`config.mk`:
```
export PLATFORM = sky130hd
export DESIGN_NAME = parking_meter_core_flat
export DESIGN_NICKNAME = d
export VERILOG_FILES = /design/src/rtl/parking_meter_if.sv /design/src/rtl/parking_meter_core.sv /design/src/flat_wrapper.sv
export SDC_FILE = /design/constraint.sdc
export NUM_CORES = 1
export LEC_CHECK = 0
export CAP_MARGIN = 10
export CORE_AREA = 2 2 112 114
export CTS_CLUSTER_DIAMETER = 150
export DETAILED_ROUTE_END_ITERATION = 16
export DIE_AREA = 0 0 114 116
export PLACE_DENSITY_LB_ADDON = 0.12
export RECOVER_POWER = 50
export SYNTH_ARGS = -nofsm -noshare
export SYNTH_HDL_FRONTEND = slang
export SYNTH_SLANG_ARGS = --single-unit
```
`constraint.sdc`:
```
create_clock -name fastclk -period 13.9 [get_ports fastclk]
set_input_delay 2.085 -clock fastclk [delete_from_list [all_inputs] [get_ports fastclk]]
set_output_delay 2.085 -clock fastclk [all_outputs]
set_load 0.05 [all_outputs]
```
`src/rtl/parking_meter_if.sv`:
```
// Bundles the parking meter's request inputs and display outputs.
// The master side drives the buttons and presets. The slave side is the countdown core.
interface parking_meter_if #(
  parameter int DIGITS = 4
) ();

  logic [3:0]          add_pulse;
  logic [1:0]          preset;
  logic [4*DIGITS-1:0] bcd;
  logic                blank;
  logic                expired;
  logic                tick;

  modport master (
    output add_pulse, preset,
    input  bcd, blank, expired, tick
  );

  modport slave (
    input  add_pulse, preset,
    output bcd, blank, expired, tick
  );

endinterface

```
`src/rtl/parking_meter_core.sv`:
```
// Countdown core for the parking meter display.
// Holds the remaining time as packed BCD and handles the once-per-second tick,
// the button adds, the preset loads and the low-time/expired flash blanking.
module parking_meter_core #(
  parameter int DIGITS   = 4,
  parameter int TICK_DIV = 100000000,
  parameter int INC0     = 50,
  parameter int INC1     = 150,
  parameter int INC2     = 200,
  parameter int INC3     = 500,
  parameter int PRESET0  = 15,
  parameter int PRESET1  = 185,
  parameter int LOW_THR  = 200
) (
  input  logic          fastclk,
  input  logic          rst,
  parking_meter_if.slave bus
);

  localparam int W     = 4 * DIGITS;
  localparam int DIV_W = $clog2(TICK_DIV);

  function automatic longint pow10(input int n);
    longint r;
    r = 1;
    for (int i = 0; i < n; i++) r = r * 10;
    return r;
  endfunction

  localparam longint MAXV = pow10(DIGITS) - 1;

  // Converts a constant to BCD, clamping anything above MAXV.
  function automatic logic [W-1:0] toBcd(input longint v);
    logic [W-1:0] r;
    longint       x;
    x = (v > MAXV) ? MAXV : ((v < 0) ? 0 : v);
    r = '0;
    for (int i = 0; i < DIGITS; i++) begin
      r[4*i +: 4] = 4'(x % 10);
      x = x / 10;
    end
    return r;
  endfunction

  function automatic logic [W:0] bcdAdd(input logic [W-1:0] a, input logic [W-1:0] b);
    logic [4:0]   s;
    logic         c;
    logic [W-1:0] r;
    c = 1'b0;
    r = '0;
    for (int i = 0; i < DIGITS; i++) begin
      s = {1'b0, a[4*i +: 4]} + {1'b0, b[4*i +: 4]} + {4'b0, c};
      c = (s > 5'd9);
      r[4*i +: 4] = c ? 4'(s - 5'd10) : s[3:0];
    end
    return {c, r};
  endfunction

  function automatic logic [W-1:0] bcdDec(input logic [W-1:0] a);
    logic [W-1:0] r;
    logic         borrow;
    r      = a;
    borrow = 1'b1;
    for (int i = 0; i < DIGITS; i++) begin
      if (borrow) begin
        if (a[4*i +: 4] == 4'd0) begin
          r[4*i +: 4] = 4'd9;
        end else begin
          r[4*i +: 4] = a[4*i +: 4] - 4'd1;
          borrow      = 1'b0;
        end
      end
    end
    return r;
  endfunction

  localparam logic [W-1:0] MAX_BCD     = toBcd(MAXV);
  localparam logic [W-1:0] INC0_BCD    = toBcd(longint'(INC0));
  localparam logic [W-1:0] INC1_BCD    = toBcd(longint'(INC1));
  localparam logic [W-1:0] INC2_BCD    = toBcd(longint'(INC2));
  localparam logic [W-1:0] INC3_BCD    = toBcd(longint'(INC3));
  localparam logic [W-1:0] PRESET0_BCD = toBcd(longint'(PRESET0));
  localparam logic [W-1:0] PRESET1_BCD = toBcd(longint'(PRESET1));
  localparam logic [W-1:0] LOW_BCD     = toBcd(longint'(LOW_THR));

  localparam logic [DIV_W-1:0] DIV_LAST = DIV_W'(TICK_DIV - 1);
  localparam logic [DIV_W-1:0] DIV_HALF = DIV_W'(TICK_DIV / 2 - 1);

  logic [W-1:0]     bcd_q, bcd_d;
  logic [DIV_W-1:0] div_q, div_d;
  logic             tick_q, tick_d;
  logic             phase_q, phase_d;
  logic             secOdd_q, secOdd_d;

  logic [W-1:0] incSel;
  logic         addHit;
  logic         loadHit;
  logic [W:0]   sum;
  logic [W-1:0] addResult;

  // Next-state logic: presets beat adds, adds beat a plain tick decrement.
  always_comb begin
    incSel  = '0;
    addHit  = 1'b1;
    loadHit = |bus.preset;
    if (bus.add_pulse[0])      incSel = INC0_BCD;
    else if (bus.add_pulse[1]) incSel = INC1_BCD;
    else if (bus.add_pulse[2]) incSel = INC2_BCD;
    else if (bus.add_pulse[3]) incSel = INC3_BCD;
    else                       addHit = 1'b0;

    // A carry out means the sum is at least 10^DIGITS, so even after a tick it saturates.
    sum = bcdAdd(bcd_q, incSel);
    if (sum[W])
      addResult = MAX_BCD;
    else if (tick_q && (sum[W-1:0] != '0))
      addResult = bcdDec(sum[W-1:0]);
    else
      addResult = sum[W-1:0];

    if (bus.preset[0])                bcd_d = PRESET0_BCD;
    else if (bus.preset[1])           bcd_d = PRESET1_BCD;
    else if (addHit)                  bcd_d = addResult;
    else if (tick_q && bcd_q != '0)   bcd_d = bcdDec(bcd_q);
    else                              bcd_d = bcd_q;

    if (loadHit || div_q == DIV_LAST) div_d = '0;
    else                              div_d = div_q + 1'b1;

    tick_d   = (div_d == DIV_LAST);
    phase_d  = loadHit ? 1'b0 : (phase_q ^ ((div_q == DIV_HALF) || (div_q == DIV_LAST)));
    secOdd_d = loadHit ? 1'b0 : (secOdd_q ^ tick_q);
  end

  always_ff @(posedge fastclk) begin
    if (rst) begin
      bcd_q    <= '0;
      div_q    <= '0;
      tick_q   <= 1'b0;
      phase_q  <= 1'b0;
      secOdd_q <= 1'b0;
    end else begin
      bcd_q    <= bcd_d;
      div_q    <= div_d;
      tick_q   <= tick_d;
      phase_q  <= phase_d;
      secOdd_q <= secOdd_d;
    end
  end

  // Expired flashes at the half-second rate, low time flashes on odd seconds.
  always_comb begin
    if (bcd_q == '0)          bus.blank = phase_q;
    else if (bcd_q < LOW_BCD) bus.blank = secOdd_q;
    else                      bus.blank = 1'b0;
  end

  assign bus.bcd     = bcd_q;
  assign bus.tick    = tick_q;
  assign bus.expired = (bcd_q == '0);

endmodule

```
`src/flat_wrapper.sv`:
```
// flat-port wrapper written by rule: the top's interface ports become plain ports
module parking_meter_core_flat 
#(
  parameter int DIGITS   = 4,
  parameter int TICK_DIV = 100000000,
  parameter int INC0     = 50,
  parameter int INC1     = 150,
  parameter int INC2     = 200,
  parameter int INC3     = 500,
  parameter int PRESET0  = 15,
  parameter int PRESET1  = 185,
  parameter int LOW_THR  = 200
)
  (fastclk, rst, bus_add_pulse, bus_preset, bus_bcd, bus_blank, bus_expired, bus_tick);
  parking_meter_if #(.DIGITS(DIGITS)) bus_i ();
  input  logic fastclk;
  input  logic rst;
  input wire logic [$bits(bus_i.add_pulse)-1:0] bus_add_pulse;
  input wire logic [$bits(bus_i.preset)-1:0] bus_preset;
  output wire logic [$bits(bus_i.bcd)-1:0] bus_bcd;
  output wire logic [$bits(bus_i.blank)-1:0] bus_blank;
  output wire logic [$bits(bus_i.expired)-1:0] bus_expired;
  output wire logic [$bits(bus_i.tick)-1:0] bus_tick;
  assign bus_i.add_pulse = bus_add_pulse;
  assign bus_i.preset = bus_preset;
  assign bus_bcd = bus_i.bcd;
  assign bus_blank = bus_i.blank;
  assign bus_expired = bus_i.expired;
  assign bus_tick = bus_i.tick;
  parking_meter_core #(.DIGITS(DIGITS), .TICK_DIV(TICK_DIV), .INC0(INC0), .INC1(INC1), .INC2(INC2), .INC3(INC3), .PRESET0(PRESET0), .PRESET1(PRESET1), .LOW_THR(LOW_THR)) u_core (.fastclk(fastclk), .rst(rst), .bus(bus_i));
endmodule
```
======== After elaboration in Yosys (flattened, before gate mapping) ========
Index checks and enable logic that the tools add are counted.
cells by class
  add/subtract/negate cells ............... 20
  magnitude comparators ................... 5
  equal/unequal tests ..................... 3
  muxes and demuxes ....................... 63
  bitwise logic cells ..................... 2
  reduce and logical (&&, ||, !) cells .... 33
operators with widths
  cell                   count
  $mux 16                7
  $mux 4                 18
  $eq 27x27->1 const B   2
  $mux 1                 34
  $logic_not 4->1        8
  $reduce_bool 16->1     2
  $sub 4x1->4 const B    8
  $add 27x1->27 const B  1
  $eq 27x26->1 const B   1
  $mux 27                1
  $add 4x4->5            4
  $gt 5x4->1 const B     4
  $logic_not 16->1       1
  $lt 16x10->1 const B   1
  $sub 4x4->4 const B    4
  $add 5x1->5            3
  $reduce_and 2->1       6
  $mux 11                1
  $mux 9                 1
  $reduce_bool 3->1      3
  $reduce_bool 2->1      4
  $reduce_bool 4->1      2
  $mux 5                 1
  $reduce_or 2->1        2
  other kinds (4)        7
storage, ports and cells
  flip-flop bits (word level) ............. 46
  input bits .............................. 8
  output and inout port bits .............. 19
  word-level logic and storage cells ...... 138

======== Depth between registers and ports, before layout ========
  word-level depth ........................ 29
  mapped depth ............................ 35
  gate-level depth less buffers ........... 31

======== Least setup slack after synthesis ========
OpenSTA, ideal clock, no wires.
  path type ............................... in2reg
  start ................................... in bus_add_pulse[0]
  end ..................................... reg u_core.bcd_q[2], in the netlist u_core.bus.bcd[2]
  setup time .............................. 0.095 ns
  arrival ................................. 8.341 ns
  data required time ...................... 13.805 ns
  slack ................................... 5.464 ns
  cell stages on the path ................. 30
  buffers on the path ..................... 4
  path through ............................ or2_1 > clkbuf_1 > fa_1 > ha_1 > clkbuf_1 > inv_1 > a221oi_1 > o2bb2ai_1 > fa_1 > inv_1 > fa_1 > xor2_2 > o22ai_1 > a221oi_1 > ha_1 > ha_1 > clkbuf_1 > o21ai_0 > o211a_1 > o21ai_0 > o311ai_0 > inv_1 > ha_1 > inv_1 > nor3_1 > and4_1 > clkbuf_1 > a21oi_1 > mux2i_1 > a221oi_1
between the ends
  cells in the longest elaborated chain, start to end .. 17
  elaborated cells on any way between the ends .. 32
  those cells by class .................... add/sub: 12; order compare: 4; mux: 12; reduce/logical: 4
RTL lines
  item                                              RTL line                                            source
  start: declaration                                flat_wrapper.sv:18                                  input wire logic [$bits(bus_i.add_pulse)-1:0] bus_add_pulse;
  $mux 16                                           parking_meter_core.sv:106                           if (bus.add_pulse[0]) incSel = INC0_BCD;
  $add 4x4->5                                       parking_meter_core.sv:52                            s = {1'b0, a[4*i +: 4]} + {1'b0, b[4*i +: 4]} + {4'b0, c};
  $gt 5x4->1                                        parking_meter_core.sv:53                            c = (s > 5'd9);
  $add 5x1->5                                       parking_meter_core.sv:52
  $gt 5x4->1                                        parking_meter_core.sv:53
  $add 5x1->5                                       parking_meter_core.sv:52
  $gt 5x4->1                                        parking_meter_core.sv:53
  $add 5x1->5                                       parking_meter_core.sv:52
  $sub 4x4->4 / $gt 5x4->1 (equally long branches)  parking_meter_core.sv:54, parking_meter_core.sv:53
  $mux 4                                            parking_meter_core.sv:54                            r[4*i +: 4] = c ? 4'(s - 5'd10) : s[3:0];
  $reduce_bool 16->1                                parking_meter_core.sv:116                           else if (tick_q && (sum[W-1:0] != '0))
  $logic_and 1x1->1                                 parking_meter_core.sv:116
  $mux 16                                           parking_meter_core.sv:116
  $mux 16                                           parking_meter_core.sv:114                           if (sum[W])
  $mux 16                                           parking_meter_core.sv:123                           else if (addHit) bcd_d = addResult;
  $mux 9                                            parking_meter_core.sv:122                           else if (bus.preset[1]) bcd_d = PRESET1_BCD;
  $mux 5                                            parking_meter_core.sv:121                           if (bus.preset[0]) bcd_d = PRESET0_BCD;
  end signal: assignment                            parking_meter_core.sv:137                           bcd_q <= '0;
  end signal: assignment                            parking_meter_core.sv:143                           bcd_q <= bcd_d;
  end: declaration                                  parking_meter_core.sv:89                            logic [W-1:0] bcd_q, bcd_d;
Parallel ways exist; a longest one is shown, timed or not.
A chain may end at the register's enable or synchronous reset.

======== Worst setup path after layout ========
Same ends and word-level chain as after synthesis.

==> out/metrics.yaml <==
area_growth_pct: 11.3
insertion_delay_ns: 0.28
die_width_um: 114
drtAntennaViolNets: 0
nets: 588
period_minus_slack_ns: 9.12
gp_congestion: 0.897
seq_power_share_pct: 40.3
globalRouteTotalUtil_pct: 16.4
n_antenna_cell: 0
vias: 3950
max_freq_ghz: 0.110
drive_above_1_share_pct: 4.81
synth_compound_area_share_pct: 23.1
hpwlAfterDp_um: 8310
clk_pin_slew_worst_paths_ns: 0.06
switchingPower_mw: 0.0998
cts_tree: "done"
synthAdderAreaFrac_pct: 6.67
crit_fanout: 13
async_flop_share_pct: 0
synth_edf_count: 0
grt-ovfl-total: 0
wl_um: 10800
antenna_found_initial: 0
cts_max_level: 2
setup-violations-final: 0
slowest_delay_ns: 0.62
rsz0062_at_grt: "no"
failed_checks: "max-capacitance violations, max-slew violations"
cts_inserted_buffers: 5
p_comb_share_pct: 20.7
syn_inst: 563
synth_top_family_by_area: "simple AND/OR/NAND/NOR gates"
drtPass1Iterations: 4
dp_cells: 700
clockRootBuffer: "clkbuf_16"
p_clk_share_pct: 39.0
cp_common_cell: "ha_1"
avgViaCountPerCell: 5.58
fin_cells: 708
drt_iter0_drc: 216
fin_util_pct: 38.2
cpMaxStageDelayCell: "a221oi_1"
fin_skew_ns: 0.00536
design.portCount: 27
dieArea_um2: 13200
endpoint_kind: "flip-flop"
cp.required_ns: 14.09
wl_per_cell_um: 15.3
preCtsSetupSlack_ns: 4.45
p_leak_nw: 1.50
syn_area_per_cell_um2: 7.26
final_hold_viol_count: 0
peakVddDrop_uv: 56.7
syn_nets: 591
synth-seq-cells: 46
ys_types: 73
clock_sinks: 46
start_util_pct: 34.3
slew-limit-headroom_pct: -2.12
p_int_mw: 0.245
synth_ff_type: "dfxtp_1"
fillers: 1267
grt_max_degree: 28
fp-row-count: 40
worst_slew_pin_slew_ns: 1.53
post_cts_resized: 0
ctsHoldBuffers: 0
p_sw_share_pct: 29.0
worstSetupPathType: "input pin to flip-flop"
crit_arrival_ns: 9.31
die_h_um: 116
grt_pass1_wl_um: 17600
synth_xor_area_share_pct: 8.54
cap_violations: 1
synthSimpleGateAreaFrac_pct: 30.1
drcViolationCount: 0
status: "finished with violations"
worst_slack_ns: 4.78
io_buffer_count: 26
power.density_nw_per_um2: 75.7
post-cts-setup-buffer-count: 0
synth_mux_area_share_pct: 2.20
cts_max_path_buffers: 2
crit_path_start_kind: "input pin"
tns_ns: 0
grt_pass1_vias: 3508
synth_area_um2: 4090
ys_warn_count: 0
slew_violations: 28
hold_path_class: "flip-flop to flip-flop"
finalCritPeriodShare_pct: 65.6
core_um2: 11900
yosysSeqAreaShare_pct: 22.5
[sequential cells by signal, summed over array words and instances (netlist names)]
name and flops:
u_core.bus.bcd 16, u_core.secOdd_q 1, u_core.bus.tick 1, u_core.div_q 27, u_core.phase_q 1
[critical path, delay by kind of cell]
kind | cells | cell delay (ns)
adder cells (fa/ha/maj) | 7 | 2.42
multiplexers | 1 | 0.14
buffers and inverters | 4 | 0.63
AND/OR/NAND/NOR | 4 | 1.44
XOR/XNOR | 1 | 0.39
AO/OA/AOI/OAI | 10 | 2.18
[final cells by class]
| class | count | area, um2 | area share (%) |
|---|---|---|---|
| clock inverter | 3 | 40.0 | 0.880 |
| timing repair buffer | 28 | 275 | 6.05 |
| multi-input combinational | 447 | 2890 | 63.4 |
| inverter | 32 | 120 | 2.64 |
| clock buffer | 5 | 125 | 2.75 |
| tap | 147 | 184 | 4.04 |
| sequential | 46 | 921 | 20.2 |
[logic make-up (layout without fill, tap and decap cells)]
| group | Yosys count | in the layout |
|---|---|---|
| flops | 46 | 46 |
| simple gates | 237 | 237 |
| xor+xnor | 39 | 39 |
| compound gates | 142 | 142 |
| mux | 9 | 9 |
| fa+ha+maj | 20 | 20 |
| buf+inv | 70 | 68 |
[per-layer routing]
| metal | GRT usage, % | vias to the layer above | routed length, um | share of wire (%) |
|---|---|---|---|---|
| li1 | - | 2038 | - | - |
| met1 | 21.4 | 1834 | 4980 | 46 |
| met2 | 28.9 | 69 | 5290 | 49 |
| met3 | 2.14 | 9 | 424 | 3.9 |
| met4 | 3.41 | 0 | 115 | 1.1 |
| met5 | 0 | - | 0 | 0 |
[path summary, 6_finish.rpt]
path                                    end  slack, ns  depth (start not counted)                            from
max          u_core.bus.bcd[2]$_SDFFE_PP0P_       4.78                         27                bus_add_pulse[0]
min reg2reg      u_core.div_q[0]$_SDFF_PP0_       0.49                          1      u_core.div_q[0]$_SDFF_PP0_
max reg2reg  u_core.bus.bcd[2]$_SDFFE_PP0P_       5.80                         31  u_core.bus.bcd[1]$_SDFFE_PP0P_
min              u_core.div_q[0]$_SDFF_PP0_       0.49                          1      u_core.div_q[0]$_SDFF_PP0_
[Yosys cell counts, types with 3 or more instances]
master | number | area share, %
and2_1 | 3 | 0.46
nand4_1 | 16 | 2.4
dfxtp_1 | 46 | 23
o22ai_1 | 7 | 1.1
or2_2 | 4 | 0.61
nand3_1 | 19 | 2.3
buf_2 | 9 | 1.1
a31oi_1 | 9 | 1.4
or4_1 | 4 | 0.73
nand2_1 | 40 | 3.7
xor2_1 | 18 | 3.9
and3_1 | 4 | 0.61
a21oi_1 | 38 | 4.7
xnor2_1 | 20 | 4.3
o21a_1 | 4 | 0.73
and4_1 | 4 | 0.86
nor2_1 | 68 | 6.2
o211ai_1 | 4 | 0.73
nor4_1 | 12 | 1.8
nand2b_1 | 4 | 0.61
a22oi_1 | 3 | 0.55
mux2i_1 | 9 | 2.2
o32ai_1 | 4 | 0.86
nor2b_1 | 6 | 0.92
a221oi_1 | 6 | 1.3
ha_1 | 17 | 5.2
or3_1 | 8 | 1.2
inv_1 | 32 | 2.9
fa_1 | 3 | 1.5
nor3b_1 | 3 | 0.55
clkbuf_1 | 27 | 2.5
nand3b_1 | 4 | 0.73
o21ai_0 | 35 | 4.3
nor3_1 | 23 | 2.8
[per-stage QoR]
stage	area (um2)	hold slack [ns]	power, mW
2_1_floorplan	4090	0.437	0.193
3_3_place_gp	4390	0.470	0.212
3_5_place_dp	4390	0.475	0.213
4_1_cts	4550	0.491	0.349
5_1_grt	4550	0.538	0.362
6_report	4550	0.489	0.345
[layout by cell type, fill, tap and decap left out, types with 6 or more instances in the layout]
| master | instances |
|---|---|
| nand2_1 | 40 |
| inv_1 | 32 |
| nand3_1 | 19 |
| clkdlybuf4s50_1 | 22 |
| nor4_1 | 12 |
| xnor2_1 | 20 |
| nand4_1 | 16 |
| o22ai_1 | 7 |
| ha_1 | 17 |
| o21ai_0 | 35 |
| a221oi_1 | 6 |
| a31oi_1 | 9 |
| nor2_1 | 68 |
| dfxtp_1 | 46 |
| or3_1 | 8 |
| xor2_1 | 18 |
| mux2i_1 | 9 |
| a21oi_1 | 38 |
| nor3_1 | 23 |
| nor2b_1 | 6 |
[power groups by stage]
stage / sequential (mW) / clock, mW / combinational [mW]
finish: 0.139 / 0.134 / 0.0713
global route: 0.139 / 0.144 / 0.0785
CTS: 0.139 / 0.139 / 0.0715
detailed placement: 0.142 / 0 / 0.0711
global placement: 0.142 / 0 / 0.0707
floorplan: 0.145 / 0 / 0.0488
Power figures use the tool's default switching activity.
==> variant 1 (same flow settings) <==
`PRESET1` is set to 185 in 2 places; all go to 128.
--- a/src/rtl/parking_meter_core.sv
+++ b/src/rtl/parking_meter_core.sv
@@ -9,7 +9,7 @@
   parameter int INC2     = 200,
   parameter int INC3     = 500,
   parameter int PRESET0  = 15,
-  parameter int PRESET1  = 185,
+  parameter int PRESET1  = 128,
   parameter int LOW_THR  = 200
 ) (
   input  logic          fastclk,
--- a/src/flat_wrapper.sv
+++ b/src/flat_wrapper.sv
@@ -8,7 +8,7 @@
   parameter int INC2     = 200,
   parameter int INC3     = 500,
   parameter int PRESET0  = 15,
-  parameter int PRESET1  = 185,
+  parameter int PRESET1  = 128,
   parameter int LOW_THR  = 200
 )
   (fastclk, rst, bus_add_pulse, bus_preset, bus_bcd, bus_blank, bus_expired, bus_tick);
Formal check against the unedited RTL: not equivalent (Yosys sat finds a counterexample within 4 cycles, from zero or initial values and one cycle with rst high).
==> variant 1 against the unedited design <==
Critical path depth shrank 2; design area shrank 1.3%; cell count shrank 1.8%; sequential cell count is the same; worst setup slack gained 0.11 ns; synthesized area shrank 1.8%; largest power group unchanged; register-to-register slack gained 0.06 ns; total power shrank 1.7%; via count shrank 1.3%; routed wire length grew 4.6%.
==> variant 1: results <==
group,metric,value,unit
outcome,status,"completed",
route,wl_met2,5720,µm
grt,grt_pass1_wl,18000,µm
route,vias,3897,
route,first_pass_iters,5,
route,drt-initial-drc-count,259,
yosys,synth_compound_area_share,18.7,%
yosys,ys_types,74,
placement,place_hpwl,8610,µm
route,wl_met3,320,µm
sta,tightest_slew,1.24,ns
yosys,synth-xor-area-share,8.91,%
power_and_ir_drop,ir_drop,0.0000511,V
route,wl_per_cell,16.3,µm
cts,clkLatencyLatePin,0.30,ns
sta,worst_slack,4.89,ns
finish,fillerInstances,1255,
yosys,synth-adder-area-share,7.04,%
placement,post-place-ws,4.66,ns
worst_setup_path,r2r_cells,29,
yosys,synth.top_cells.by_area,"dfxtp_1, nor2_1, ha_1",
yosys,synthTopCellsByCount,"nor2_1, dfxtp_1, nand2_1",
worst_setup_path,r2r_end,"u_core.bus.bcd[9]$_SDFFE_PP0P_",
yosys,synthMuxAreaShare,3.21,%
yosys,synth_nets,567,
grt,grt_pass1_vias,3572,
yosys,seq_area_frac_synth,22.9,%
worst_setup_path,path_max_fanout,8,
route,wl_met1,5010,µm
worst_setup_path,arrival,9.24,ns
placement,gp_congestion,0.852,
power_and_ir_drop,p_leak,1.54,nW
power_and_ir_drop,p_sw_share,32.6,%
==> variant 1: cell types whose count changed after synthesis, sizes merged, moves of 4 or more <==
| cell | before | now |
|---|---|---|
| a21oi | 40 | 20 |
| nand3 | 19 | 30 |
| nor2 | 69 | 80 |
| o21ai | 36 | 27 |
| clkbuf | 27 | 19 |
| and2 | 3 | 9 |
| mux2 | 0 | 4 |
| nand4 | 16 | 12 |
| or2 | 6 | 2 |
==> variant 1: per-layer routing <==
metal	track usage, %	vias to the layer above
met1	20.6	1834
met4	7.40	0
met5	0	-
met2	31.0	82
li1	-	1961
met3	2.46	20
==> variant 1: final cells by class <==
cell class              instances  area, µm²  share of cell area, %
flip-flops and latches         46        921                   20.5
clock inverters                 2       13.8                  0.306
multi-input cells             436       2860                   63.6
inverters                      29        109                   2.42
well taps                     147        184                   4.09
clock buffers                   6        129                   2.87
repair buffers                 29        279                   6.21
==> variant 1: logic make-up (layout without fill, tap and decap cells) <==
family	after synthesis	in the layout
and+or+nand+nor	258	258
DFF	46	46
buffers and inverters	57	66
AOI/OAI and AO/OA	105	105
muxes	12	12
xor gates and xnor gates	40	40
adders and majority gates	21	21
==> variant 1: metrics by stage <==
| stage | cells | hold slack [ns] | area [µm²] | power, W | utilization (%) |
|---|---|---|---|---|---|
| finish | 695 | 0.463 | 4490 | 0.000339 | 37.7 |
| global route | 695 | 0.507 | 4490 | 0.000356 | 37.7 |
| CTS | 695 | 0.469 | 4500 | 0.000343 | 37.8 |
| detailed placement | 687 | 0.453 | 4350 | 0.000217 | 36.6 |
| global placement | 687 | 0.445 | 4350 | 0.000216 | 36.6 |
| floorplan | 539 | 0.426 | 4020 | 0.000197 | - |
==> variant 1: worst max-delay path: stages <==
cell and delay, ns:
clkdlybuf4s50_1 0.40, or2_1 0.35, fa_1 0.51, ha_1 0.33, xor2_2 0.24, inv_1 0.09, a21oi_2 0.19, nand2_1 0.16
fa_1 0.40, inv_1 0.07, fa_1 0.54, or4_2 0.69, and3_1 0.25, ha_1 0.28, ha_1 0.42, inv_1 0.09
a211o_1 0.26, a21oi_1 0.37, xnor2_1 0.23, ha_1 0.26, nand4_1 0.13, o211ai_1 0.41, mux2i_1 0.24, a22oi_1 0.09
o21ai_1 0.14
==> variant 1: power groups by stage <==
stage	Sequential, W	Clock [W]	Combinational (W)
after floorplan	0.000145	0	0.0000515
after global placement	0.000142	0	0.0000747
after detailed placement	0.000142	0	0.0000749
after CTS	0.000139	0.000129	0.0000753
after global routing	0.000139	0.000133	0.0000830
final	0.000139	0.000125	0.0000751
==> variant 2 (config.mk and constraints unchanged) <==
Without the edit above. Register the output `bus.expired`; this adds one clock of latency there.
--- a/src/rtl/parking_meter_core.sv
+++ b/src/rtl/parking_meter_core.sv
@@ -157,7 +157,9 @@
 
   assign bus.bcd     = bcd_q;
   assign bus.tick    = tick_q;
-  assign bus.expired = (bcd_q == '0);
+  always_ff @(posedge fastclk) begin
+    bus.expired <= (bcd_q == '0);
+  end
 
 endmodule
 
Formal check against the unedited RTL: not equivalent (Yosys sat finds a counterexample within 4 cycles, from zero or initial values and one cycle with rst high).
==> variant 2 against the unedited design <==
Synthesized area down 2.6%; design area decreased by 1.0%; clock power increased by 14%; routed wire length is 0.31% higher; total power rose by 5.2%; register-to-register slack worse by 0.41 ns; sequential cell count increased by 1; fmax down 0.85%; worst setup slack lost 0.078 ns; die area stayed put; critical path depth is 5 higher; highest routed layer unchanged.
==> variant 2: results <==
group,metric,value,unit
outcome,status,"completed",
grt,grt_max_degree,27,
placement,place_hpwl,8280,µm
power_and_ir_drop,ir_drop,0.0000561,V
power_and_ir_drop,pwr-share-clk,42.2,%
sta,relSlewSlack,34.6,%
grt,grt_usage,17.0,%
finish,drive_above_1_share,5.33,%
finish,fillerInstances,1254,
worst_setup_path,slowest_delay,0.54,ns
power_and_ir_drop,p_sw_share,27.0,%
finish,nets,571,
route,drt-initial-drc-count,201,
finish,diodes,0,
sta,finalClockSkew,0.00499,ns
grt,grt_pass1_wl,18400,µm
yosys,synth.top_cells.by_area,"dfxtp_1, nor2_1, ha_1",
route,drt-total-wl,10800,µm
yosys,synthTopCellsByCount,"nor2_1, dfxtp_1, nand2_1",
yosys,synth_nets,560,
worst_setup_path,path_max_fanout,9,
worst_setup_path,worst_path_max_delay_cell,"or4_1",
worst_setup_path,arrival,9.36,ns
route,vias,3818,
placement,gp_congestion,0.879,
grt,grt_pass1_vias,3677,
yosys,seq_area_frac_synth,23.6,%
power_and_ir_drop,p_leak,1.55,nW
## variant 2: cell types whose count changed in the layout (fill, tap and decap cells not counted), moves of 4 or more
cell / unedited run / this run
nand4_1: 16 / 7
dlygate4sd3_1: 4 / 19
a221oi_1: 6 / 2
a31oi_1: 9 / 13
o32ai_1: 4 / 0
o21ai_0: 35 / 16
o31ai_1: 2 / 6
clkdlybuf4s50_1: 22 / 7
nand3b_1: 4 / 0
xnor2_1: 20 / 24
nand3_1: 19 / 25
nand2b_1: 4 / 9
## variant 2: worst paths after layout
check                            startpoint  depth (start not counted)  slack [ns]                             end
max                        bus_add_pulse[0]                         32        4.70  u_core.bus.bcd[4]$_SDFFE_PP0P_
min              u_core.div_q[0]$_SDFF_PP0_                          1        0.47      u_core.div_q[0]$_SDFF_PP0_
max reg2reg  u_core.bus.bcd[1]$_SDFFE_PP0P_                         36        5.39  u_core.bus.bcd[4]$_SDFFE_PP0P_
min reg2reg      u_core.div_q[0]$_SDFF_PP0_                          1        0.47      u_core.div_q[0]$_SDFF_PP0_
## variant 2: layout make-up
type,instances,area (µm²),area share [%]
Timing Repair Buffer,27,268,5.95
Clock buffer,6,129,2.86
Clock inverter,2,60.1,1.33
Multi-Input combinational cell,432,2810,62.4
Inverter,30,113,2.50
Sequential cell,47,941,20.9
Tap cell,147,184,4.08
## variant 2: logic make-up after synthesis
| logic type | count (synthesis) | share of synthesized area [%] |
|---|---|---|
| simple gates | 239 | 30.8 |
| compound gates | 119 | 20.6 |
| buf+inv | 53 | 5.63 |
| flops | 47 | 23.6 |
| xor+xnor | 42 | 9.24 |
| fa+ha+maj | 20 | 6.85 |
| mux | 12 | 3.18 |
## variant 2: layer usage
| metal | vias up | wire length (µm) | track usage [%] |
|---|---|---|---|
| met1 | 1831 | 5240 | 22.7 |
| met4 | 0 | 34 | 3.33 |
| li1 | 1940 | - | - |
| met5 | - | 0 | 0 |
| met2 | 42 | 5360 | 29.7 |
| met3 | 5 | 202 | 1.94 |
## variant 2: critical path: cells and delay by family
kind                       cells  cell delay (ns)
xor gates and xnor gates       3             0.73
AOI/OAI and AO/OA              8             1.38
adders and majority gates      7             2.53
buffers and inverters          6             0.85
and+or+nand+nor                8             1.77
## variant 2: metrics by stage
| step | area [µm²] | cells | hold slack (ns) | power (W) | worst slack [ns] |
|---|---|---|---|---|---|
| floorplan | 3980 | 532 | 0.433 | 0.000195 | 5.54 |
| global placement | 4320 | 683 | 0.451 | 0.000213 | 4.65 |
| detailed placement | 4320 | 683 | 0.466 | 0.000213 | 4.50 |
| CTS | 4510 | 691 | 0.483 | 0.000369 | 4.77 |
| global route | 4500 | 691 | 0.503 | 0.000382 | 4.05 |
| finish | 4500 | 691 | 0.471 | 0.000363 | 4.70 |
